`config.mk`:
```
export PLATFORM = sky130hd
export DESIGN_NAME = fetch_stage
export DESIGN_NICKNAME = d
export VERILOG_FILES = /design/src/rtl/fetch_stage.sv
export SDC_FILE = /design/constraint.sdc
export NUM_CORES = 1
export LEC_CHECK = 0
export CAP_MARGIN = 0
export CORE_MARGIN = 5
export CORE_UTILIZATION = 35
export DETAILED_ROUTE_END_ITERATION = 16
export GPL_TIMING_DRIVEN = 0
export PLACE_DENSITY = 0.69
export SETUP_SLACK_MARGIN = 0.4
export SYNTH_ARGS = -nofsm -noshare
export SYNTH_HDL_FRONTEND = slang
export SYNTH_SLANG_ARGS = --single-unit
export TNS_END_PERCENT = 20
```
`constraint.sdc`:
```
create_clock -name clk -period 7.1 [get_ports clk]
set_clock_uncertainty 0.05 [all_clocks]
set_input_delay 1.775 -clock clk [delete_from_list [all_inputs] [get_ports clk]]
set_output_delay 1.775 -clock clk [all_outputs]
set_load 0.03 [all_outputs]
```
`src/rtl/fetch_stage.sv`:
```
// XM23 instruction fetch stage: PC, single-outstanding imem read port and a small
// instruction FIFO feeding decode, with stall back-pressure and redirect flush.
module fetch_stage #(
  parameter logic [15:0] RESET_PC   = 16'h0000,
  parameter int unsigned FIFO_DEPTH = 2
) (
  input  logic        clk,
  input  logic        reset,
  input  logic        stall,
  input  logic        redirect_valid,
  input  logic [15:0] redirect_pc,
  output logic        imem_req,
  output logic [15:0] imem_addr,
  input  logic        imem_rvalid,
  input  logic [15:0] imem_rdata,
  output logic [15:0] inst,
  output logic [15:0] inst_pc,
  output logic        inst_valid
);

  localparam int unsigned PtrW = (FIFO_DEPTH > 1) ? $clog2(FIFO_DEPTH) : 1;
  localparam int unsigned CntW = $clog2(FIFO_DEPTH + 1);
  localparam logic [CntW-1:0] DepthC = CntW'(FIFO_DEPTH);
  localparam logic [15:0] ResetPcAligned = {RESET_PC[15:1], 1'b0};

  typedef enum logic [1:0] {
    StIdle,
    StBusy,
    StDiscard
  } state_e;

  state_e          state_q, state_d;
  logic [15:0]     pc_q, pc_d;
  logic [15:0]     req_pc_q, req_pc_d;
  logic [PtrW-1:0] wr_ptr_q, wr_ptr_d;
  logic [PtrW-1:0] rd_ptr_q, rd_ptr_d;
  logic [CntW-1:0] count_q, count_d;
  logic [CntW-1:0] count_next;

  logic [15:0] pc_mem_q   [FIFO_DEPTH];
  logic [15:0] data_mem_q [FIFO_DEPTH];

  logic empty, resp, push, pop, issue;

  // Output side and issue decision; imem_req is combinational from rvalid/stall.
  always_comb begin
    empty      = (count_q == '0);
    inst_valid = !empty && !redirect_valid;
    inst       = empty ? 16'h0000 : data_mem_q[rd_ptr_q];
    inst_pc    = empty ? 16'h0000 : pc_mem_q[rd_ptr_q];
    pop        = inst_valid && !stall;
    resp       = (state_q == StBusy) && imem_rvalid;
    push       = resp && !redirect_valid;
    count_next = count_q + CntW'(push) - CntW'(pop);
    issue      = !reset && !redirect_valid &&
                 ((state_q == StIdle) || resp) && (count_next < DepthC);
    imem_req   = issue;
    imem_addr  = pc_q;
  end

  always_comb begin
    state_d  = state_q;
    pc_d     = pc_q;
    req_pc_d = req_pc_q;
    wr_ptr_d = wr_ptr_q;
    rd_ptr_d = rd_ptr_q;
    count_d  = count_next;

    if (redirect_valid) begin
      count_d  = '0;
      wr_ptr_d = '0;
      rd_ptr_d = '0;
      pc_d     = redirect_pc & 16'hFFFE;
      // An in-flight request that has not answered yet must be dropped later.
      case (state_q)
        StBusy:    state_d = imem_rvalid ? StIdle : StDiscard;
        StDiscard: state_d = imem_rvalid ? StIdle : StDiscard;
        default:   state_d = StIdle;
      endcase
    end else begin
      if (push) wr_ptr_d = wr_ptr_q + 1'b1;
      if (pop)  rd_ptr_d = rd_ptr_q + 1'b1;
      case (state_q)
        StBusy:    if (imem_rvalid) state_d = StIdle;
        StDiscard: if (imem_rvalid) state_d = StIdle;
        default:   state_d = StIdle;
      endcase
      if (issue) begin
        state_d  = StBusy;
        pc_d     = pc_q + 16'd2;
        req_pc_d = pc_q;
      end
    end
  end

  always_ff @(posedge clk or posedge reset) begin
    if (reset) begin
      state_q  <= StIdle;
      pc_q     <= ResetPcAligned;
      req_pc_q <= ResetPcAligned;
      wr_ptr_q <= '0;
      rd_ptr_q <= '0;
      count_q  <= '0;
    end else begin
      state_q  <= state_d;
      pc_q     <= pc_d;
      req_pc_q <= req_pc_d;
      wr_ptr_q <= wr_ptr_d;
      rd_ptr_q <= rd_ptr_d;
      count_q  <= count_d;
    end
  end

  // Storage needs no reset: entries are only visible while count_q says so.
  always_ff @(posedge clk) begin
    if (push) begin
      pc_mem_q[wr_ptr_q]   <= req_pc_q;
      data_mem_q[wr_ptr_q] <= imem_rdata;
    end
  end

endmodule

```
==> summary.txt <==
Logic synthesis
  – Register bit total from synthesis: between 90 and 100
  – Post-synthesis simple-gate area fraction: roughly an eighth
  – Number of synthesized flops with an enable pin: slightly above 60
  – Synth Area in XOR/XNOR: 2.04%
  – Synth Warn #: 0
  – Compound-Gate Fraction of Synth Area: 2.89%
  – Cells after Synth: approximately 300
  – Synth Area in Adders: approximately 1.5%
  – Main flop type after synthesis: edfxtp_1
  – Mux cell area share after synthesis: 13.5%
  – Distinct cells, synth: 43
  – Sequential area share after synthesis: between 60% and 70%
  – Synthesized area per cell: between 10 and 15 um2
  – Ys async rst share: a little under two fifths
  – Main combinational cell family by area after synthesis: multiplexers
  – Syn Std Cell Area: between 4000 and 5000 um2

Critical path
  – Critical Path, Cell by Cell: clkdlybuf4s50_1, buf_6, clkbuf_8, or2_4, ha_1, inv_1, ha_1, xor3_2, or3_1, buf_6, nor2_8, buf_12, buf_4
  – CP startpoint: redirect_valid
  – Reg2reg start: state_q[1]
  – Crit path launch type: input port
  – Cell at the slowest stage of the critical path: clkdlybuf4s50_1
  – CP Capture Type: primary output
  – Worst Path Required: 5.28 ns
  – Top Family by Delay on Critical Path: buffers and inverters
  – Crit path buf inv count: 7
  – Reg2reg setup slack: 3.73 ns
  – Crit-path max FO: 10
  – WS Path Type: in2out
  – Slowest stage delay, CP: roughly 0.46 ns
  – Arrival time at the worst endpoint: 4.68 ns

Floorplan
  – Site Rows: 40
  – Initial Utilization: about 35%
  – Die height: ~120 um
  – Full die area: about 14,000 um2
  – I/O pins: between 80 and 90
  – Width of the chip: about 120 um
  – Core footprint: ~12,000 um2

CTS
  – Root Buffer: clkbuf_16
  – Worst-Skew Late Latency: 0.33 ns
  – Clock sink total: 98
  – CTS tree: yes
  – Number of H-tree levels: 3
  – TritonCTS Buffers: 9
  – Clock Tree Buf Depth: 2
  – CTS clk-pin slew, worst paths: roughly 0.060 ns

Finish
  – Commonest non-fill, non-tap cells in the layout: 82 x clkdlybuf4s50_1, 62 x edfxtp_1, 38 x mux2i_1, 38 x nor2_1, 36 x dfrtp_1
  – Final net count: 452
  – Antenna cell count: 0
  – Design area: ~5700 um2
  – Layout cells sized above 1: around an eighth
  – Commonest non-fill, non-tap cell in the layout: clkdlybuf4s50_1
  – Area growth syn-to-layout: 33.7%
  – Util after Layout: between 40% and 50%

Routing
  – Number of iterations in the first detailed-routing pass: 4
  – Routed WL: 8850 um
  – Drt drc: 0
  – ANT nets after route: 0
  – Wirelength per Cell: 15.7 um
  – Initial drt markers: 152
  – Vias/cell: about 4.8
  – Routed vias: between 2k and 3k

Place
  – Place WS: -0.919 ns
  – Post-DP HPWL: 6240 um
  – Post-DP Area: 5300 um2
  – GPL Wtd Cong: between 0.7 and 0.8
  – PortBufs: between 80 and 90

STA
  – F_max: 154 MHz
  – Setup ws final: approximately 0.59 ns
  – Hold_ws: ~0.42 ns
  – Final hold vios: 0
  – Final setup viols: 0
  – RSZ-0062 raised after global routing: false
  – Slew margin rel.: 36.3%
  – Fin crit share: roughly 90%
  – Final Max Slew Viols: 0
  – Min Tclk post-route: 6.51 ns
  – Slew of the pin with the lowest slew margin: roughly 0.95 ns

Power
  – Clk pwr share: about a third
  – Net Sw Power: roughly 0.00038 W
  – Logic pwr share: ~17%
  – LEAKAGE: 2.00 nW
  – Power Density: roughly 260 nW/um2
  – Seq pwr share: a little under 50%
  – Internal: between 0.001 and 0.0015 W
  – Net Sw Frac: a little over a quarter
  – Worst vdd ir: ~150 uV

Outcome
  – Outcome: finished clean

Hold path
  – Worst hold path class: reg2reg
  – Hold Crit Start: req_pc_q[9]

GRT
  – Initial antenna violation count: 0
  – First-pass GRT wire length: 14,300 um
  – Largest net degree at the start of global routing: 32
  – Vias in the first global route: 2,778
  – Congestion Overflow GR: 0
  – Total GRT Usage: approximately 13%

Job
  – Max cap viols: 0
[sequential cells by signal, summed over array words and instances (netlist names)]
name        count
count_q         2
rd_ptr_q        1
wr_ptr_q        1
state_q         2
pc_mem_q       30
imem_addr      15
data_mem_q     32
req_pc_q       15
[final cells by class]
cell class                 count  area, um2
fill                        1086       6300
sequential                    98       2760
multi-input combinational    187       1370
timing repair buffer          89        893
clock buffer                  10        239
tap                          147        184
buffer                        17        121
clock inverter                 6       63.8
inverter                       8       30.0
[cells in the mapped netlist (3+ instances only)]
master	number	area, um2
mux2_1	4	45.0
o21ai_0	7	35.0
nand2_1	17	63.8
nand3_1	4	20.0
nand2b_1	3	18.8
clkbuf_1	8	30.0
buf_1	4	15.0
inv_1	8	30.0
nor3_1	4	20.0
a22oi_1	5	37.5
edfxtp_1	62	1860
nor2_1	40	150
mux2_2	13	146
a21oi_1	5	25.0
nor2b_1	6	37.5
dfrtp_1	36	901
xnor2_1	5	43.8
ha_1	5	62.6
nor4_1	6	37.5
mux2i_1	38	380
[worst register-to-register path, stage by stage, from the launching register on]
cell and delay, ns:
dfrtp_1 0.38, inv_1 0.09, ha_1 0.17, nand2_1 0.08, or2_4 0.27, ha_1 0.28, inv_1 0.04, ha_1 0.19
xor3_2 0.40, buf_4 0.19, nor4_1 0.79, mux2i_1 0.26, nand2_1 0.07
[logic make-up after synthesis]
| kind of cell | count (synthesis) |
|---|---|
| compound gates | 20 |
| xor+xnor | 8 |
| fa+ha+maj | 5 |
| buf+inv | 25 |
| flops | 98 |
| mux | 55 |
| other cells | 1 |
| simple gates | 97 |
[per-stage QoR]
step	setup TNS [ns]	total power [W]	std cells
final	0	0.00146	562
after global routing	0	0.00153	562
after CTS	0	0.00148	558
after detailed placement	-0.919	0.000985	541
after global placement	-0.858	0.000974	540
after floorplan	0	0.000872	310
[power groups by stage]
stage / registers, W / clock network [W] / logic [W]
6_report: 0.000721 / 0.000485 / 0.000254
5_1_grt: 0.000727 / 0.000523 / 0.000277
4_1_cts: 0.000720 / 0.000499 / 0.000256
3_5_place_dp: 0.000732 / 0 / 0.000253
3_3_place_gp: 0.000729 / 0 / 0.000245
2_1_floorplan: 0.000735 / 0 / 0.000137
[repair_timing]
| action | 4_1_cts | 5_1_grt |
|---|---|---|
| gates resized for setup | 13 | 4 |
| endpoints found under the setup margin | 1 | 1 |
| setup buffers | 1 | 4 |
| hold buffers | 0 | 0 |
| pin swaps | 1 | 0 |
[path summary, 6_finish.rpt]
check | end | cells past startpoint
setup / recovery | imem_req | 13
hold / removal | pc_mem_q[1][9] | 0
setup reg to reg | imem_addr[12] | 12
hold reg to reg | pc_mem_q[1][9] | 0
max in group asynchronous | req_pc_q[10] | 3
min in group asynchronous | imem_addr[1] | 2
[metal layers]
layer	vias to the layer above	track usage (%)	wire length, um
met1	1300	16.8	4100
met3	7	3.63	468
met5	-	0	0
met4	0	4.08	114
met2	92	20.2	4170
li1	1312	-	-
Power figures use the tool's default switching activity.
